--- config.mk ---
export PLATFORM = sky130hd
export DESIGN_NAME = transport_packetizer
export DESIGN_NICKNAME = d
export VERILOG_FILES = /design/src/rtl/transport_pkg.sv /design/src/rtl/pkt_queue_ram.sv /design/src/rtl/transport_packetizer.sv
export SDC_FILE = /design/constraint.sdc
export NUM_CORES = 1
export LEC_CHECK = 0
export CAP_MARGIN = 20
export CORE_MARGIN = 2
export CORE_UTILIZATION = 60
export DETAILED_ROUTE_END_ITERATION = 16
export MAX_ROUTING_LAYER = met4
export PLACE_DENSITY = 0.77
export SKIP_CTS_REPAIR_TIMING = 1
export SLEW_MARGIN = 10
export SYNTH_ARGS = -nofsm -noshare
export SYNTH_HDL_FRONTEND = slang
export SYNTH_SLANG_ARGS = --single-unit
--- constraint.sdc ---
create_clock -name clk -period 4.9 [get_ports clk]
set_input_delay 1.47 -clock clk [delete_from_list [all_inputs] [get_ports clk]]
set_output_delay 1.47 -clock clk [all_outputs]
set_load 0.02 [all_outputs]
--- src/rtl/transport_pkg.sv ---
// Shared encodings and FSM state types
// for the transport-layer packetizer.
package transport_pkg;

  typedef enum logic [1:0] {
    CMD_IDLE  = 2'b00,
    CMD_CTRL  = 2'b01,
    CMD_AUDIO = 2'b10,
    CMD_FLUSH = 2'b11
  } cmd_e;

  localparam logic [1:0] TYP_CTRL  = 2'b01;
  localparam logic [1:0] TYP_AUDIO = 2'b10;

  typedef enum logic [2:0] {
    W_IDLE,
    W_HDR0,
    W_HDR1,
    W_CTRL,
    W_PAY,
    W_PAD,
    W_COMMIT
  } wstate_e;

  typedef enum logic {
    R_IDLE,
    R_SEND
  } rstate_e;

endpackage

--- src/rtl/pkt_queue_ram.sv ---
// Simple dual-port byte RAM holding whole packets:
// one write port, one registered read port with enable.
module pkt_queue_ram #(
  parameter int DEPTH = 64,
  parameter int AW    = 6
) (
  input  logic          clk_i,
  input  logic          rst_i,
  input  logic          we_i,
  input  logic [AW-1:0] waddr_i,
  input  logic [7:0]    wdata_i,
  input  logic          re_i,
  input  logic [AW-1:0] raddr_i,
  output logic [7:0]    rdata_o
);

  logic [7:0] mem_q [DEPTH];
  logic [7:0] rdata_q;

  always_ff @(posedge clk_i) begin
    if (we_i) mem_q[waddr_i] <= wdata_i;
  end

  // Read data holds while re_i is low so a stalled byte stays stable.
  always_ff @(posedge clk_i or posedge rst_i) begin
    if (rst_i)     rdata_q <= '0;
    else if (re_i) rdata_q <= mem_q[raddr_i];
  end

  assign rdata_o = rdata_q;

endmodule

--- src/rtl/transport_packetizer.sv ---
// Builds fixed-length {type,seq,dest} packets from control words
// and audio samples, queues them whole and streams bytes out.
module transport_packetizer
  import transport_pkg::*;
#(
  parameter int PKT_BYTES  = 16,
  parameter int QUEUE_PKTS = 4,
  parameter int DATA_W     = 16,
  parameter int SEQ_W      = 6
) (
  input  logic                        clk,
  input  logic                        reset,
  input  logic                        in_valid,
  output logic                        in_ready,
  input  logic [1:0]                  in_cmd,
  input  logic [7:0]                  in_dest,
  input  logic [DATA_W-1:0]           in_data,
  input  logic                        send_en,
  output logic [7:0]                  out_byte,
  output logic                        out_valid,
  input  logic                        out_ready,
  output logic                        out_sop,
  output logic                        out_eop,
  output logic [$clog2(QUEUE_PKTS):0] pkt_count,
  output logic                        busy
);

  localparam int OFF_W = $clog2(PKT_BYTES);
  localparam int PTR_W = $clog2(QUEUE_PKTS);
  localparam int AW    = $clog2(QUEUE_PKTS * PKT_BYTES);
  localparam int CNT_W = $clog2(QUEUE_PKTS) + 1;
  localparam logic [OFF_W-1:0] LAST = OFF_W'(PKT_BYTES - 1);

  function automatic logic [AW-1:0] addr(
    input logic [PTR_W-1:0] p,
    input logic [OFF_W-1:0] o
  );
    return AW'(p) * AW'(PKT_BYTES) + AW'(o);
  endfunction

  wstate_e            wst_q;
  logic [OFF_W-1:0]   off_q;
  logic [1:0]         typ_q;
  logic [7:0]         dest_q;
  logic [DATA_W-1:0]  dat_q;
  logic               ph_q;
  logic [PTR_W-1:0]   wr_ptr_q;
  logic [SEQ_W-1:0]   cseq_q;
  logic [SEQ_W-1:0]   aseq_q;

  rstate_e            rs_q;
  logic [OFF_W-1:0]   roff_q;
  logic [PTR_W-1:0]   rd_ptr_q;
  logic [CNT_W-1:0]   cnt_q;

  cmd_e               cmd;
  logic               acc;
  logic               commit;
  logic               rd_done;
  logic               rd_start;
  logic               we;
  logic [7:0]         wbyte;
  logic               re;
  logic [AW-1:0]      raddr;
  logic [7:0]         rdata;
  logic [SEQ_W-1:0]   seq_sel;

  assign cmd     = cmd_e'(in_cmd);
  assign acc     = in_valid && in_ready;
  assign seq_sel = (typ_q == TYP_CTRL) ? cseq_q : aseq_q;
  assign commit  = (wst_q == W_COMMIT);
  assign rd_done = (rs_q == R_SEND) && out_ready
                && (roff_q == LAST);
  assign rd_start = (rs_q == R_IDLE) && (cnt_q != '0)
                 && send_en;

  // A control word arriving mid-audio is held off while the
  // open audio packet is closed out.
  always_comb begin
    in_ready = 1'b0;
    if (!reset) begin
      if (wst_q == W_IDLE)
        in_ready = cnt_q < CNT_W'(QUEUE_PKTS);
      else if (wst_q == W_PAY)
        in_ready = !ph_q && !(in_valid && cmd == CMD_CTRL);
    end
  end

  always_comb begin
    we    = 1'b0;
    wbyte = '0;
    unique case (wst_q)
      W_HDR0: begin
        we    = 1'b1;
        wbyte = 8'({typ_q, seq_sel});
      end
      W_HDR1: begin
        we    = 1'b1;
        wbyte = dest_q;
      end
      W_CTRL: begin
        we    = 1'b1;
        wbyte = ph_q ? dat_q[7:0] : dat_q[15:8];
      end
      W_PAY: begin
        if (ph_q) begin
          we    = 1'b1;
          wbyte = dat_q[7:0];
        end else if (acc && cmd == CMD_AUDIO) begin
          we    = 1'b1;
          wbyte = in_data[15:8];
        end
      end
      W_PAD:   we = 1'b1;
      default: we = 1'b0;
    endcase
  end

  always_ff @(posedge clk or posedge reset) begin
    if (reset) begin
      wst_q    <= W_IDLE;
      off_q    <= '0;
      typ_q    <= '0;
      dest_q   <= '0;
      dat_q    <= '0;
      ph_q     <= 1'b0;
      wr_ptr_q <= '0;
      cseq_q   <= '0;
      aseq_q   <= '0;
    end else begin
      unique case (wst_q)
        W_IDLE: begin
          if (acc && (cmd == CMD_CTRL
                   || cmd == CMD_AUDIO)) begin
            typ_q  <= in_cmd;
            dest_q <= in_dest;
            dat_q  <= in_data;
            off_q  <= '0;
            wst_q  <= W_HDR0;
          end
        end
        W_HDR0: begin
          off_q <= off_q + 1'b1;
          wst_q <= W_HDR1;
        end
        W_HDR1: begin
          off_q <= off_q + 1'b1;
          ph_q  <= 1'b0;
          wst_q <= W_CTRL;
        end
        W_CTRL: begin
          off_q <= off_q + 1'b1;
          ph_q  <= !ph_q;
          if (ph_q) begin
            if (off_q == LAST)         wst_q <= W_COMMIT;
            else if (typ_q == TYP_CTRL) wst_q <= W_PAD;
            else                       wst_q <= W_PAY;
          end
        end
        W_PAY: begin
          if (ph_q) begin
            off_q <= off_q + 1'b1;
            ph_q  <= 1'b0;
            if (off_q == LAST) wst_q <= W_COMMIT;
          end else if (in_valid && cmd == CMD_CTRL) begin
            wst_q <= W_PAD;
          end else if (acc && cmd == CMD_AUDIO) begin
            dat_q <= in_data;
            off_q <= off_q + 1'b1;
            ph_q  <= 1'b1;
          end else if (acc && cmd == CMD_FLUSH) begin
            wst_q <= W_PAD;
          end
        end
        W_PAD: begin
          off_q <= off_q + 1'b1;
          if (off_q == LAST) wst_q <= W_COMMIT;
        end
        W_COMMIT: begin
          wr_ptr_q <= wr_ptr_q + 1'b1;
          if (typ_q == TYP_CTRL) cseq_q <= cseq_q + 1'b1;
          else                   aseq_q <= aseq_q + 1'b1;
          wst_q <= W_IDLE;
        end
        default: wst_q <= W_IDLE;
      endcase
    end
  end

  always_ff @(posedge clk or posedge reset) begin
    if (reset) begin
      rs_q     <= R_IDLE;
      roff_q   <= '0;
      rd_ptr_q <= '0;
    end else begin
      unique case (rs_q)
        R_IDLE: begin
          if (rd_start) begin
            roff_q <= '0;
            rs_q   <= R_SEND;
          end
        end
        R_SEND: begin
          if (out_ready) begin
            if (roff_q == LAST) begin
              rd_ptr_q <= rd_ptr_q + 1'b1;
              rs_q     <= R_IDLE;
            end else begin
              roff_q <= roff_q + 1'b1;
            end
          end
        end
        default: rs_q <= R_IDLE;
      endcase
    end
  end

  always_ff @(posedge clk or posedge reset) begin
    if (reset)                   cnt_q <= '0;
    else if (commit && !rd_done) cnt_q <= cnt_q + 1'b1;
    else if (!commit && rd_done) cnt_q <= cnt_q - 1'b1;
  end

  assign re = rd_start
           || ((rs_q == R_SEND) && out_ready && (roff_q != LAST));
  assign raddr = addr(rd_ptr_q, rd_start ? '0 : roff_q + 1'b1);

  pkt_queue_ram #(
    .DEPTH (QUEUE_PKTS * PKT_BYTES),
    .AW    (AW)
  ) u_ram (
    .clk_i   (clk),
    .rst_i   (reset),
    .we_i    (we),
    .waddr_i (addr(wr_ptr_q, off_q)),
    .wdata_i (wbyte),
    .re_i    (re),
    .raddr_i (raddr),
    .rdata_o (rdata)
  );

  assign out_valid = (rs_q == R_SEND);
  assign out_byte  = out_valid ? rdata : '0;
  assign out_sop   = out_valid && (roff_q == '0);
  assign out_eop   = out_valid && (roff_q == LAST);
  assign pkt_count = cnt_q;
  assign busy      = (wst_q != W_IDLE) || (rs_q != R_IDLE);

endmodule

### Word level (Yosys, flattened, before mapping)

Memories as Yosys holds them, arrays and structs flattened. A register that Yosys moved wholly into a read port is not among the register bits.
Index checks and enable logic that the tools add are counted.

| word-level totals | value |
|---|---|
| flip-flop bits (word level) | 58 |
| memory bits (writable) | 512 |
| logic and storage cells | 139 |
| memories kept | 1 |

| cells by class | value |
|---|---|
| add/subtract/negate cells | 10 |
| magnitude comparators | 1 |
| equality and inequality tests | 25 |
| mux-type cells | 48 |
| bitwise operators | 2 |
| reduce and logical (&&, ||, !) cells | 39 |

Memories:

| memory | depth | bits a word | read ports | clocked after memory_dff | write ports | line | text |
|---|---|---|---|---|---|---|---|
| u_ram.mem_q | 64 | 8 | 1 | 1 | 1 | pkt_queue_ram.sv:17 | `logic [7:0] mem_q [DEPTH];` |

Operator list:

| cell | count |
|---|---|
| 16-bit 2-to-1 mux | 4 |
| 4-bit 2-to-1 mux | 8 |
| 8-bit 2-to-1 mux | 4 |
| 16-bit case mux with 2 select lines | 1 |
| 8-bit case mux with 4 select lines | 1 |
| 3-bit 2-to-1 mux | 9 |
| 3-bit case mux with 6 select lines | 1 |
| 1-bit logical AND | 15 |
| 1-bit 2-to-1 mux | 13 |
| 6-bit by 1-bit adder with 6-bit output (second input constant) | 2 |
| 6-bit by 4-bit adder with 6-bit output | 2 |
| 2-bit != test (second input constant) | 6 |
| 4-bit case mux with 3 select lines | 1 |
| 3-bit nonzero test | 4 |
| 3-bit equality test (second input constant) | 3 |
| 4-bit by 1-bit adder with 4-bit output (second input constant) | 2 |
| 4-bit equality test (second input constant) | 2 |
| 4-bit != test (second input constant) | 2 |
| 4-bit case mux with 2 select lines | 1 |
| 4-bit AND reduction | 2 |
| 3-bit by 2-bit equality test with 1-bit output (second input constant) | 2 |
| 6-bit 2-to-1 mux | 1 |
| 2-bit AND reduction | 3 |
| 3-bit AND reduction | 2 |
| 22 further kinds | 34 |

### Depth between registers and ports, before layout

| logic depth | value |
|---|---|
| word-level depth | 14 |
| mapped depth | 14 |
| depth with buffers taken out | 9 |

### By module

Synthesis repeated with hierarchy kept, for this count alone.

| unflattened totals | value |
|---|---|
| cell total of the unflattened synthesis | 1253 |
| area, all modules | 23652.7 um^2 |

By module, submodules not included:

| module | instances | cells each | area an instance (um^2) |
|---|---|---|---|
| pkt_queue_ram | 1 | 939 | 20233.2 |
| transport_packetizer | 1 | 314 | 3419.5 |

### Worst setup path after synthesis

No wires, ideal clock.

| timing | value |
|---|---|
| path kind | input -> register |
| from | input port in_cmd[1] |
| to | memory u_ram.mem_q[0][0], data pin |
| arrival | 4.395 ns |
| required time | 4.333 ns |
| slack | -0.063 ns |
| stages on the path | 7 |
| buffers on the path | 0 |
| cells stage by stage | inv_1 ha_1 a211oi_4 nor2_1 nor3_2 a22oi_1 o221ai_1 |

| between the ends | value |
|---|---|
| word-level cells in the longest chain between the ends | 12 |
| elaborated cells between the ends (all ways) | 13 |
| classes of those cells | 2 x eq/ne; 6 x mux; 5 x reduce/logical |

RTL lines:

| element | line | text |
|---|---|---|
| from (decl) | transport_packetizer.sv:15 | `input logic [1:0] in_cmd,` |
| 2-bit by 1-bit equality test with 1-bit output | transport_packetizer.sv:85 | `in_ready = !ph_q && !(in_valid && cmd == CMD_CTRL);` |
| 1-bit logical AND | transport_packetizer.sv:85 |  |
| 1-bit logical NOT | transport_packetizer.sv:85 |  |
| 1-bit logical AND | transport_packetizer.sv:85 |  |
| 1-bit 2-to-1 mux | transport_packetizer.sv:84 | `else if (wst_q == W_PAY)` |
| 1-bit 2-to-1 mux | transport_packetizer.sv:82 | `if (wst_q == W_IDLE)` |
| 1-bit 2-to-1 mux | transport_packetizer.sv:81 | `if (!reset) begin` |
| 1-bit logical AND | transport_packetizer.sv:69 | `assign acc = in_valid && in_ready;` |
| 1-bit logical AND (*) | transport_packetizer.sv:109 | `end else if (acc && cmd == CMD_AUDIO) begin` |
| 8-bit 2-to-1 mux (*) | transport_packetizer.sv:109 |  |
| 8-bit 2-to-1 mux (*) | transport_packetizer.sv:106 | `if (ph_q) begin` |
| 8-bit case mux with 4 select lines (*) | transport_packetizer.sv:92 | `unique case (wst_q)` |
| net u_ram.wdata_i[0] | pkt_queue_ram.sv:11 | `input logic [7:0] wdata_i,` |
| to (decl) | pkt_queue_ram.sv:17 |  |

Mark *: on every way through the listed nets, which the timed path passes. The rest lies on a longest branch.

### Worst setup path in the final report

| timing | value |
|---|---|
| from | input port in_cmd[1] |
| to | output port in_ready |

| between the ends | value |
|---|---|
| word-level cells in the longest chain between the ends | 7 |

RTL lines:

| element | line | text |
|---|---|---|
| 2-bit by 1-bit equality test with 1-bit output | transport_packetizer.sv:85 |  |
| 1-bit logical AND | transport_packetizer.sv:85 |  |
| 1-bit logical NOT | transport_packetizer.sv:85 |  |
| 1-bit logical AND | transport_packetizer.sv:85 |  |
| 1-bit 2-to-1 mux | transport_packetizer.sv:84 |  |
| 1-bit 2-to-1 mux | transport_packetizer.sv:82 |  |
| 1-bit 2-to-1 mux | transport_packetizer.sv:81 |  |
| to (decl) | transport_packetizer.sv:14 | `output logic in_ready,` |

Every way passes these cells.

==> impl_results.md <==
- Peak Freq: 227 MHz
- I/O Pins: 47
- Via count of the routed design: 16300
- Starting Density: 61.1%
- Outcome: complete, no violations
- Num CTS Buffers: 55
- Final hold slack: approximately 480 ps
- Setup CP Type: primary input to primary output
- Startpoint Class: primary input
- First-pass GRT wire length: 99800 µm
- Commonest cells post-synth: edfxtp_1 (512), nand2_1 (305), nor2_1 (123)
- H-tree levels: 2
- Critical-path top delay cell: clkdlybuf4s50_1
- DRC violation count after routing: 0
- Most frequent cell after synthesis: edfxtp_1
- Vias per cell: between 6 and 7
- Root buffer cell: clkbuf_16
- Clock transition at the registers of the reported paths: approximately 60 ps
- Initial DRC Count: 2493
- TNS Setup: 0 ps
- Final core occ: between 60 and 70%
- Worst min path class: flip-flop to flip-flop
- Pre-antenna DRT Iters: 8
- Setup violators final: 0
- Slew Limit Fails: 0
- Largest stage delay, worst path: 500 ps
- Worst path buffer plus inverter count: 3
- Max-Cap Viols: 0
- Final wirelength: ~67000 µm
- Clk buf depth: 3
- Largest net degree at the start of global routing: 65
- Die ar.: 0.0423 mm²
- Die H: 206 µm
- Core ar.: 0.0399 mm²
- Initial antenna violation count: 0
- GPL Wtd Cong: approximately 0.97
- GR Util All Layers: 33.3%
- Critical path endpoint category: primary output
- Fin nets: between 1500 and 2000
- Syn Inst Count: roughly 1800
- Post-synth EDFFs: slightly above 500
- Synth-to-layout area growth: 14.4%
- Fin crit share: roughly nine tenths
- Worst endpoint required time: approximately 3400 ps
- Unique masters post-synth: just over 80
- Sequential share of the synthesized area: 69.8%
- Top delay family on crit path: buffers and inverters
- Leakage: slightly below 0.01 µW
- YS warnings: 0
- Top area cells in the synthesized netlist: edfxtp_1 (63%), dfrtp_1 (6.8%), nand2_1 (4.7%)
- Horiz. Die Dim: approximately 200 µm
- Layout cells sized above 1: between 10% and 20%
- Flops & latches, synth: around 580
- Rows: 73
- Final Skew: 25.6 ps
- Mapped cell area: between 0.02 and 0.025 mm²
- Critical-path cell list: clkdlybuf4s50_1 > inv_1 > ha_1 > a211oi_4 > nor2_1 > nor2_1 > dlymetal6s2s_1
- Largest area contributor in the netlist: edfxtp_1
- VDD IR-drop max: about 870 µV
- Drt wl/cell: ~27 µm
- Worst EP arrival: approximately 3000 ps
- Ys flop type: edfxtp_1
- Pwr dens: about 710 mW/mm²
- Buffers on Ports: 46
- Syn Area/Cell: roughly 14 µm²
- Hpwl dp: around 42000 µm
- Worst Max-Slew Pin Slew: ~1100 ps
- Number of global-route vias before repair: 16100
- Final Hold Viols: 0
- Tmin final: about 4400 ps
- Slew headroom: 29.7%
- GRT Residual Overflow: 0
- Clock sinks: roughly 580
- Post-synth ARST share: between 10% and 20%
- RSZ-0062 raised after global routing: false
- CTS tree: done
- Mapped Nets: between 1500 and 2000
- Most used cell, CP: nor2_1
- Post-synth top area share: ~63%
- Clk_lat worst skew: slightly above 600 ps
- Antenna-violating nets left: 0
- Crit-path max FO: 3
[through the flow]
stage	area, µm²	setup WS (ps)	power, µW	instances
after CTS	27900	77.3	19600	2453
after global routing	27900	364	20500	2453
after detailed placement	26100	86.3	15400	2354
final	27900	487	19900	2454
after floorplan	24400	-52.9	12100	1758
after global placement	26100	135	15200	2354
[path summary, 6_finish.rpt]
kind                       slack (ps)  startpoint          endpoint  depth (start not counted)
max                               490   in_cmd[1]          in_ready                          7
min                               480   aseq_q[5]         aseq_q[5]                          1
max reg2reg                       760   roff_q[0]  u_ram.rdata_o[3]                          8
min reg2reg                       480   aseq_q[5]         aseq_q[5]                          1
max in group asynchronous        2610       reset         aseq_q[0]                          3
min in group asynchronous        1310       reset      pkt_count[1]                          2
[report_power, final]
part / internal (µW) / total (µW) / switching (µW) / leakage [µW]
Clock: 2420 / 4220 / 1800 / 0.000864
Sequential: 6770 / 7160 / 386 / 0.00552
Combinational: 2620 / 8500 / 5880 / 0.00347
Total: 11800 / 19900 / 8060 / 0.00985
[cells by family after synthesis]
group | count (synthesis) | share of synthesized area (%)
AO/OA/AOI/OAI | 307 | 9.24
XOR/XNOR | 22 | 0.898
adder cells (fa/ha/maj) | 14 | 0.749
buffers and inverters | 124 | 2.79
flip-flops | 578 | 69.8
multiplexers | 108 | 5.77
AND/OR/NAND/NOR | 605 | 10.7
[sequential cells by signal, indices dropped and copies added (netlist names)]
signal / cells
pkt_count: 3
dat_q: 16
wr_ptr_q: 2
cseq_q: 6
out_valid: 1
dest_q: 8
ph_q: 1
rd_ptr_q: 2
typ_q: 2
aseq_q: 6
wst_q: 3
roff_q: 4
u_ram.mem_q: 512
off_q: 4
u_ram.rdata_o: 8
[routing by layer]
| metal | track usage [%] | routed length [µm] | vias to the layer above |
|---|---|---|---|
| met2 | 50.1 | 31200 | 1163 |
| met3 | 6.84 | 7800 | 201 |
| met5 | - | 0 | - |
| met1 | 44.2 | 24700 | 8034 |
| li1 | - | - | 6929 |
| met4 | 15.2 | 3090 | 0 |
[area by class of cell]
class,instances,area (µm²)
clock inverter,26,278
antenna,1,2.50
timing repair buffer,176,1550
multi-input combinational,1056,6810
tap,525,657
fill,2559,12000
inverter,19,71.3
sequential,578,17000
clock buffer,73,1510
[cell usage in the layout (no fill, tap or decap), types with 11 or more instances in the layout]
cell type / synthesis / layout
a211oi_1: 11 / 11
a21oi_1: 50 / 48
a221oi_1: 19 / 19
a22oi_1: 14 / 14
a31oi_1: 19 / 19
a32oi_1: 19 / 19
and2_1: 11 / 11
and3_1: 12 / 12
buf_4: 19 / 121
clkbuf_1: 34 / 13
clkbuf_16: 0 / 56
clkdlybuf4s50_1: 0 / 45
dfrtp_1: 66 / 65
edfxtp_1: 512 / 512
ha_1: 13 / 13
inv_1: 19 / 18
mux2_2: 30 / 30
mux2i_1: 49 / 49
mux4_2: 19 / 19
nand2_1: 305 / 303
nand3_1: 73 / 73
nor2_1: 123 / 123
nor3_1: 32 / 32
o211ai_1: 12 / 12
o21ai_0: 47 / 47
o221ai_1: 22 / 18
o22ai_1: 22 / 22
xnor2_1: 13 / 12
No activity file was read; power rests on OpenSTA's default activity.
